File: config.mk
export PLATFORM = sky130hd
export DESIGN_NAME = ysyx_22050039_ifu_fetch
export DESIGN_NICKNAME = d
export VERILOG_FILES = /design/src/rtl/ysyx_22050039_ifu_fetch.sv
export SDC_FILE = /design/constraint.sdc
export NUM_CORES = 1
export LEC_CHECK = 0
export CORE_MARGIN = 4
export CORE_UTILIZATION = 51
export CTS_CLUSTER_DIAMETER = 120
export DETAILED_ROUTE_END_ITERATION = 8
export PLACE_DENSITY_LB_ADDON = 0.05
export SETUP_SLACK_MARGIN = 0.3
export SYNTH_ARGS = -nofsm -noshare
export SYNTH_HDL_FRONTEND = slang
export SYNTH_SLANG_ARGS = --single-unit
File: constraint.sdc
create_clock -name clk -period 2.7 [get_ports clk]
set_input_delay 0.675 -clock clk [delete_from_list [all_inputs] [get_ports clk]]
set_output_delay 0.675 -clock clk [all_outputs]
set_load 0.005 [all_outputs]
File: src/rtl/ysyx_22050039_ifu_fetch.sv
// ysyx_22050039_ifu_fetch: instruction fetch stage. Holds the fetch PC, issues
// one outstanding imem read at a time, and buffers {pc, inst} pairs in a FIFO
// that feeds decode over a valid/ready handshake.
// Ports: clk, rst (async, active-low); imem_req_{valid,ready,addr} request
// channel; imem_resp_{valid,data} response pulse; redirect_{valid,pc} from
// execute; inst_{valid,ready}, inst, inst_pc to decode; fetch_err flag.
// Option: YSYX_22050039_IFU_ALIGN_CHECK_EN traps misaligned redirects in ERR.
module ysyx_22050039_ifu_fetch #(
   parameter int XLEN      = 64,
   parameter int INST_LEN  = 32,
   parameter logic [XLEN-1:0] RESET_PC = 64'h8000_0000,
   parameter int BUF_DEPTH = 2
) (
   input  logic                clk,
   input  logic                rst,
   output logic                imem_req_valid,
   input  logic                imem_req_ready,
   output logic [XLEN-1:0]     imem_req_addr,
   input  logic                imem_resp_valid,
   input  logic [INST_LEN-1:0] imem_resp_data,
   input  logic                redirect_valid,
   input  logic [XLEN-1:0]     redirect_pc,
   output logic                inst_valid,
   input  logic                inst_ready,
   output logic [INST_LEN-1:0] inst,
   output logic [XLEN-1:0]     inst_pc,
   output logic                fetch_err
);

   localparam int PW = (BUF_DEPTH > 1) ? $clog2(BUF_DEPTH) : 1;
   localparam logic [PW:0] DEPTH_C = (PW+1)'(BUF_DEPTH);

   typedef enum logic [2:0] {
      IDLE, REQ, WAIT, DRAIN, ERR
   } state_e;

   state_e            state_q, state_d;
   logic [XLEN-1:0]   pc_q, pc_d;
   logic [XLEN-1:0]   buf_pc_q   [BUF_DEPTH];
   logic [INST_LEN-1:0] buf_inst_q [BUF_DEPTH];
   logic [PW-1:0]     rd_ptr_q, wr_ptr_q;
   logic [PW:0]       count_q, count_d;

   logic              hs, resp_wait, resp_any, pop, push, flush;
   logic              misal;
   logic [XLEN-1:0]   tgt;

`ifdef YSYX_22050039_IFU_ALIGN_CHECK_EN
   assign misal = |redirect_pc[1:0];
   assign tgt   = redirect_pc;
`else
   logic unused_lo;
   assign unused_lo = ^redirect_pc[1:0];
   assign misal = 1'b0;
   assign tgt   = {redirect_pc[XLEN-1:2], 2'b00};
`endif

   assign imem_req_valid = (state_q == REQ) && (count_q < DEPTH_C);
   assign imem_req_addr  = pc_q;
   assign inst_valid     = (count_q != '0);
   assign inst           = buf_inst_q[rd_ptr_q];
   assign inst_pc        = buf_pc_q[rd_ptr_q];
`ifdef YSYX_22050039_IFU_ALIGN_CHECK_EN
   assign fetch_err      = (state_q == ERR);
`else
   assign fetch_err      = 1'b0;
`endif

   assign hs        = imem_req_valid & imem_req_ready;
   assign resp_wait = (state_q == WAIT) & imem_resp_valid;
   assign resp_any  = imem_resp_valid;
   assign pop       = inst_valid & inst_ready;

   always_comb begin
      state_d = state_q;
      pc_d    = pc_q;
      push    = 1'b0;
      flush   = 1'b0;
      if (redirect_valid) begin
         // redirect wins; any in-flight response is dropped
         flush = 1'b1;
         pc_d  = tgt;
         if (misal) begin
            state_d = ERR;
         end else begin
            case (state_q)
               REQ:     state_d = hs ? DRAIN : REQ;
               WAIT:    state_d = resp_wait ? REQ : DRAIN;
               DRAIN:   state_d = resp_any ? REQ : DRAIN;
               default: state_d = REQ;
            endcase
         end
      end else begin
         case (state_q)
            IDLE: state_d = REQ;
            REQ:  if (hs) state_d = WAIT;
            WAIT: begin
               if (resp_wait) begin
                  push    = 1'b1;
                  pc_d    = pc_q + XLEN'(4);
                  state_d = REQ;
               end
            end
            DRAIN: if (resp_any) state_d = REQ;
            default: state_d = state_q;
         endcase
      end
   end

   always_comb begin
      count_d = count_q;
      case ({push, pop})
         2'b10:   count_d = count_q + (PW+1)'(1);
         2'b01:   count_d = count_q - (PW+1)'(1);
         default: count_d = count_q;
      endcase
   end

   always_ff @(posedge clk or negedge rst) begin
      if (!rst) begin
         state_q <= IDLE;
         pc_q    <= RESET_PC;
      end else begin
         state_q <= state_d;
         pc_q    <= pc_d;
      end
   end

   always_ff @(posedge clk or negedge rst) begin
      if (!rst) begin
         rd_ptr_q <= '0;
         wr_ptr_q <= '0;
         count_q  <= '0;
         for (int i = 0; i < BUF_DEPTH; i++) begin
            buf_pc_q[i]   <= '0;
            buf_inst_q[i] <= '0;
         end
      end else if (flush) begin
         // a coincident pop was taken by decode; the rest is discarded
         rd_ptr_q <= '0;
         wr_ptr_q <= '0;
         count_q  <= '0;
      end else begin
         if (push) begin
            buf_pc_q[wr_ptr_q]   <= pc_q;
            buf_inst_q[wr_ptr_q] <= imem_resp_data;
            wr_ptr_q             <= wr_ptr_q + PW'(1);
         end
         if (pop) begin
            rd_ptr_q <= rd_ptr_q + PW'(1);
         end
         count_q <= count_d;
      end
   end

endmodule

==> Yosys cells after proc, flatten, opt, wreduce, memory -nomap -nowiden <==
Index checks and enable logic that the tools add are counted.
{ "totals": {"reg_bits": 263, "wordCells": 79, "output_inout_bits": 163, "input_bits": 102} }
{ "classes": {"n_lt_le_gt_ge": 4, "n_addsub": 5, "n_eq_ne": 8, "n_mux": 34, "n_reduce_logical": 13, "bitwise_logic": 6} }
{ "ops": {"columns": ["cell", "count"], "rows": [
  ["two-way mux 64 bit", 7],
  ["bitwise mux 128 bit", 1],
  ["two-way mux 32 bit", 4],
  ["adder 64 x 3 -> 64 bit (second input constant)", 1],
  ["bitwise mux 64 bit", 1],
  ["demux 64 bit (select 1 bit)", 1],
  ["demux 32 bit (select 1 bit)", 1],
  ["two-way mux 3 bit", 4],
  ["case mux 3 bit (4 select lines)", 1],
  ["nonzero test 2 bit", 5],
  ["!= test 3 bit (second input constant)", 3],
  ["two-way mux 1 bit", 8],
  ["two-way mux 2 bit", 4],
  ["equality test 3 x 2 -> 1 bit (second input constant)", 2],
  ["case mux 2 bit (3 select lines)", 1],
  ["nonzero test 5 bit", 1],
  [">= comparator 2 bit (second input constant)", 2],
  ["NOT 1 -> 2 bit", 2],
  ["case mux 2 bit (2 select lines)", 1],
  ["AND reduction 2 bit", 2],
  ["AND reduction 4 bit", 1],
  ["bitwise AND 1 bit", 3],
  ["equality test 3 x 1 -> 1 bit (second input constant)", 1],
  ["logical NOT 3 bit", 1],
  ["10 further kinds", 12]
]} }

==> Logic depth before layout (Yosys ltp) <==
{ "logic_depth": {"ltp_word": 8, "mapped_depth": 7, "depth_no_buf": 7} }

==> Worst setup path before layout <==
No wires, ideal clock.
{ "synth_path": {"path_type": "input to register", "startpoint": "in imem_resp_valid", "endpoint": "reg pc_q[63] (netlist: imem_req_addr[63])", "n_path_buf": 0, "setup_time_ns": 0.082, "required_ns": 2.618, "setup_slack_ns": 0.417, "path_stages": 6, "arrival_ns": 2.202, "path_cell_list": "nand3b_2 > nor3_4 > nand3_4 > or4_4 > or3_1 > a31oi_1"} }
{ "synth_via": {"elab_chain_len": 3} }
{ "synth_rtl": {"columns": ["item", "line", "text"], "rows": [
  ["start: declaration", "19", "input logic imem_resp_valid,"],
  ["bitwise AND 1 bit", "70", "assign resp_wait = (state_q == WAIT) & imem_resp_valid;"],
  ["nonzero test 2 bit (no source line)", null, null],
  ["AND reduction 2 bit (no source line)", null, null],
  ["end signal: assignment", "125", "pc_q <= pc_d;"],
  ["end: declaration", "38", "logic [XLEN-1:0] pc_q, pc_d;"]
]} }
No other way between the ends.
A chain may end at the register's enable or synchronous reset.

==> Worst setup path in the final report <==
{ "layout_path": {"startpoint": "reg rd_ptr_q", "endpoint": "out inst_pc[49]"} }
{ "layout_via": {"elab_chain_len": 4} }
{ "layout_rtl": {"columns": ["item", "line", "text"], "rows": [
  ["start: declaration", "41", "logic [PW-1:0] rd_ptr_q, wr_ptr_q;"],
  ["start signal: assignment", "150", "rd_ptr_q <= rd_ptr_q + PW'(1);"],
  ["NOT 1 -> 2 bit (implied by the code)", "62", "assign inst_pc = buf_pc_q[rd_ptr_q];"],
  ["two-way mux 64 bit (implied by the code) (3 in series)", "62", null],
  ["end: declaration", "26", "output logic [XLEN-1:0] inst_pc,"]
]} }
No other way between the ends. The select of a mux whose other input is x is not followed.

==> metrics.md <==
| Metric | Value |
|---|---|
| WL/cell | `20.09 um` |
| Pwr/cell area | `693.7 nW/um2` |
| FF/Latch Area | `6421 um2` |
| Pin count of the biggest net entering global routing | `65` |
| Switching Share | `24.53%` |
| Clock share of power | `34.3%` |
| Total GRT Usage | `24.56%` |
| Post-synthesis async set-or-reset flop share | `100.0%` |
| Number of nets in the layout | `1361` |
| Register share of total power | `41.8%` |
| Row Count | `55` |
| CTS max path bufs | `3` |
| Worst hold slack | `0.08396 ns` |
| Avg Inst Size Synth | `12.59 um2` |
| Synthesized instance count | `945` |
| WS Path Type | `register to output port` |
| Dpl hpwl | `20460 um` |
| Internal cell power | `8.754 mW` |
| Post-synth EDFFs | `0` |
| Initial DRC count | `447` |
| DR vias | `8555` |
| Met3 Wirelength | `1691 um` |
| Met2 wire len | `15210 um` |
| DIE WIDTH | `160.7 um` |
| Fin. max-slew vios | `0` |
| CTS tree | `built` |
| Worst skew pair latency | `0.53 ns` |
| Unique cell type count in the Yosys netlist | `48` |
| I/O pins | `265` |
| Clock Skews | `0.009223 ns` |
| 1st-pass router iterations | `5` |
| Crit path time final | `2.584 ns` |
| Sw Pwr | `2.845 mW` |
| Area occupied by multi-input gates | `5418 um2` |
| CTS sink count | `256` |
| Non-Filler Instances | `1590` |
| Crit path required time | `2.03 ns` |
| Final Cell Area | `16720 um2` |
| Inserted Diodes | `0` |
| Total Wirelength | `31940 um` |
| Slew Limit Headroom | `62.79%` |
| Area Growth Syn to Fin | `40.58%` |
| Fraction of layout cells with a size suffix above 1 | `40.25%` |
| Die area | `25830 um2` |
| FMAX | `386.9 MHz` |
| Seq/Total Area, Yosys | `53.87%` |
| ANT nets after route | `0` |
| First-pass GRT wire length | `51110 um` |
| Ys flop type | `dfrtp_1` |
| Outcome | `complete, no violations` |
| Vias in the first global route | `8976` |
| GRT overflow | `0` |
| Final Hold Fails | `0` |
| M1 WL | `14390 um` |
| CP Launch Type | `register` |
| Crit-path max FO | `7` |
| Warning count from the yosys run | `0` |
| Tcrit/Tclk final | `95.72%` |
| PortBufs | `257` |
| Final RePlAce weighted congestion | `0.7676` |
| Crit. End Element | `output port` |
| Register bit total from synthesis | `256` |
| Vias/cell | `5.381` |
| Core area | `22780 um2` |
| Clk slew on worst S/H paths | `0.06 ns` |
| Cts hold-fix bufs | `0` |
| Worst hold path class | `input pin to async pin` |
| Vert. Die Dim | `160.7 um` |
| H-tree depth | `1` |
| Final setup fails | `0` |
| RSZ-0062 raised after global routing | `true` |
| Max_cap viols | `0` |
| FILL cells | `1591` |
| Placed Area | `15210 um2` |
| Mapped Area | `11890 um2` |
| Initial antenna violation count | `0` |
| Comb power frac | `23.9%` |
| Crit path DAT | `1.91 ns` |
| Static Leak | `7.650 nW` |
| Root Buffer | `clkbuf_16` |
| Max IR drop VDD | `0.4995 mV` |
| Max Used Layer | `met4` |
| Total CTS buffers | `28` |
| Worst-Margin Slew | `0.5581 ns` |
| Placed cells | `1518` |
| Initial Utilization | `52.22%` |
| DRC violations left | `0` |
final cells by class:
cell class | count | area share (%)
clock buffers | 43 | 5.193
well taps | 313 | 2.342
flip-flops and latches | 256 | 38.40
multi-input cells | 633 | 32.40
repair buffers | 332 | 20.88
clock inverters | 6 | 0.6286
inverters | 7 | 0.1571
critical path, stage by stage (launching register included):
cell and delay, ns:
dfrtp_4 0.51, buf_12 0.15, buf_12 0.13, buf_16 0.15, mux2_4 0.31, buf_6 0.12
metal layers:
metal	up-vias	global-route usage (%)
li1	3980	-
met1	4299	34.46
met2	238	39.83
met3	38	5.106
met4	0	5.545
met5	-	0
final timing paths:
check                                  startpoint                end  slack, ns  depth (start not counted)
worst max register to register  imem_req_addr[31]  imem_req_addr[63]       0.40                          6
worst min-delay path                          rst     buf_inst_q[26]       0.08                          1
worst max-delay path                     rd_ptr_q        inst_pc[49]       0.12                          5
max in group asynchronous                     rst      buf_inst_q[4]       1.92                          2
min in group clk                     buf_pc_q[45]       buf_pc_q[45]       0.47                          2
worst min register to register       buf_pc_q[45]       buf_pc_q[45]       0.47                          2
power groups by stage:
| stage | Clock, mW | Combinational [mW] | Sequential, mW |
|---|---|---|---|
| final | 3.98 | 2.77 | 4.85 |
| after global routing | 4.20 | 3.01 | 4.93 |
| after global placement | 0 | 2.81 | 4.87 |
| after CTS | 4.05 | 2.69 | 4.84 |
| after floorplan | 0 | 1.21 | 4.80 |
| after detailed placement | 0 | 2.83 | 4.90 |
timing repair:
item | in CTS | in global routing
endpoints found under the setup margin | 98 | 107
buffers inserted | 11 | 1
cloned | 11 | 0
resized for setup | 377 | 37
pin swaps | 1 | 2
metrics by stage:
| stage | TNS [ns] | utilization, % | power [mW] | worst slack, ns |
|---|---|---|---|---|
| 2_1_floorplan | 0 | - | 6.010 | 0.4165 |
| 3_3_place_gp | -0.4830 | 66.77 | 7.676 | -0.1156 |
| 3_5_place_dp | -1.217 | 66.77 | 7.724 | -0.1697 |
| 4_1_cts | 0 | 72.63 | 11.59 | 0.09535 |
| 5_1_grt | 0 | 73.41 | 12.15 | 0.07194 |
| 6_report | 0 | 73.41 | 11.60 | 0.1157 |
flip-flops by register name, summed over array words and instances, names as in the netlist:
register,count
buf_inst_q,64
buf_pc_q,124
count_q,2
imem_req_addr,62
rd_ptr_q,1
state_q,2
wr_ptr_q,1
kinds of logic (layout without fill, tap and decap cells):
group	Yosys count	in the layout	share of synthesized area [%]
buffers and inverters	60	388	2.136
AOI/OAI and AO/OA	69	69	2.998
and+or+nand+nor	214	214	9.563
muxes	284	284	26.88
xor gates and xnor gates	60	60	4.418
DFF	256	256	53.87
other	1	5	0.03153
adders and majority gates	1	1	0.1052
synthesized netlist by cell type (all sizes together) (2+ instances only):
| cell | number | share of area [%] |
|---|---|---|
| nor3 | 14 | 0.68 |
| nor2 | 23 | 0.73 |
| dfrtp | 255 | 54 |
| a31oi | 2 | 0.11 |
| nand2 | 84 | 2.7 |
| xor2 | 31 | 2.3 |
| o21ai | 63 | 2.7 |
| nand3 | 27 | 1.3 |
| and3 | 9 | 0.48 |
| xnor2 | 29 | 2.1 |
| nand4 | 21 | 1.4 |
| buf | 19 | 0.84 |
| or3 | 5 | 0.26 |
| nor3b | 4 | 0.25 |
| or2 | 2 | 0.11 |
| inv | 7 | 0.22 |
| and2 | 3 | 0.17 |
| clkbuf | 34 | 1.1 |
| or4 | 2 | 0.17 |
| mux2 | 283 | 27 |
| nor4 | 14 | 0.97 |
cell usage in the layout, fill, tap and decap left out, types with 6 or more instances in the layout:
| cell type | netlist | layout |
|---|---|---|
| nand3_1 | 25 | 24 |
| clkbuf_16 | 0 | 29 |
| nand4_1 | 17 | 17 |
| buf_16 | 0 | 13 |
| inv_1 | 7 | 7 |
| xor2_1 | 31 | 31 |
| clkdlybuf4s15_1 | 0 | 7 |
| dfrtp_1 | 255 | 246 |
| buf_2 | 8 | 27 |
| xnor2_1 | 29 | 29 |
| mux2_2 | 283 | 260 |
| clkbuf_8 | 0 | 9 |
| nor4_2 | 2 | 6 |
| nor4_1 | 11 | 7 |
| nor3_1 | 13 | 8 |
| dfrtp_2 | 0 | 8 |
| nor2_1 | 23 | 22 |
| and3_1 | 8 | 8 |
| clkdlybuf4s50_1 | 0 | 159 |
| mux2_4 | 0 | 23 |
| buf_12 | 0 | 14 |
| buf_6 | 0 | 43 |
| o21ai_0 | 62 | 62 |
| dlygate4sd2_1 | 0 | 19 |
| buf_4 | 5 | 45 |
| nand2_1 | 84 | 84 |
Power figures use the tool's default switching activity.
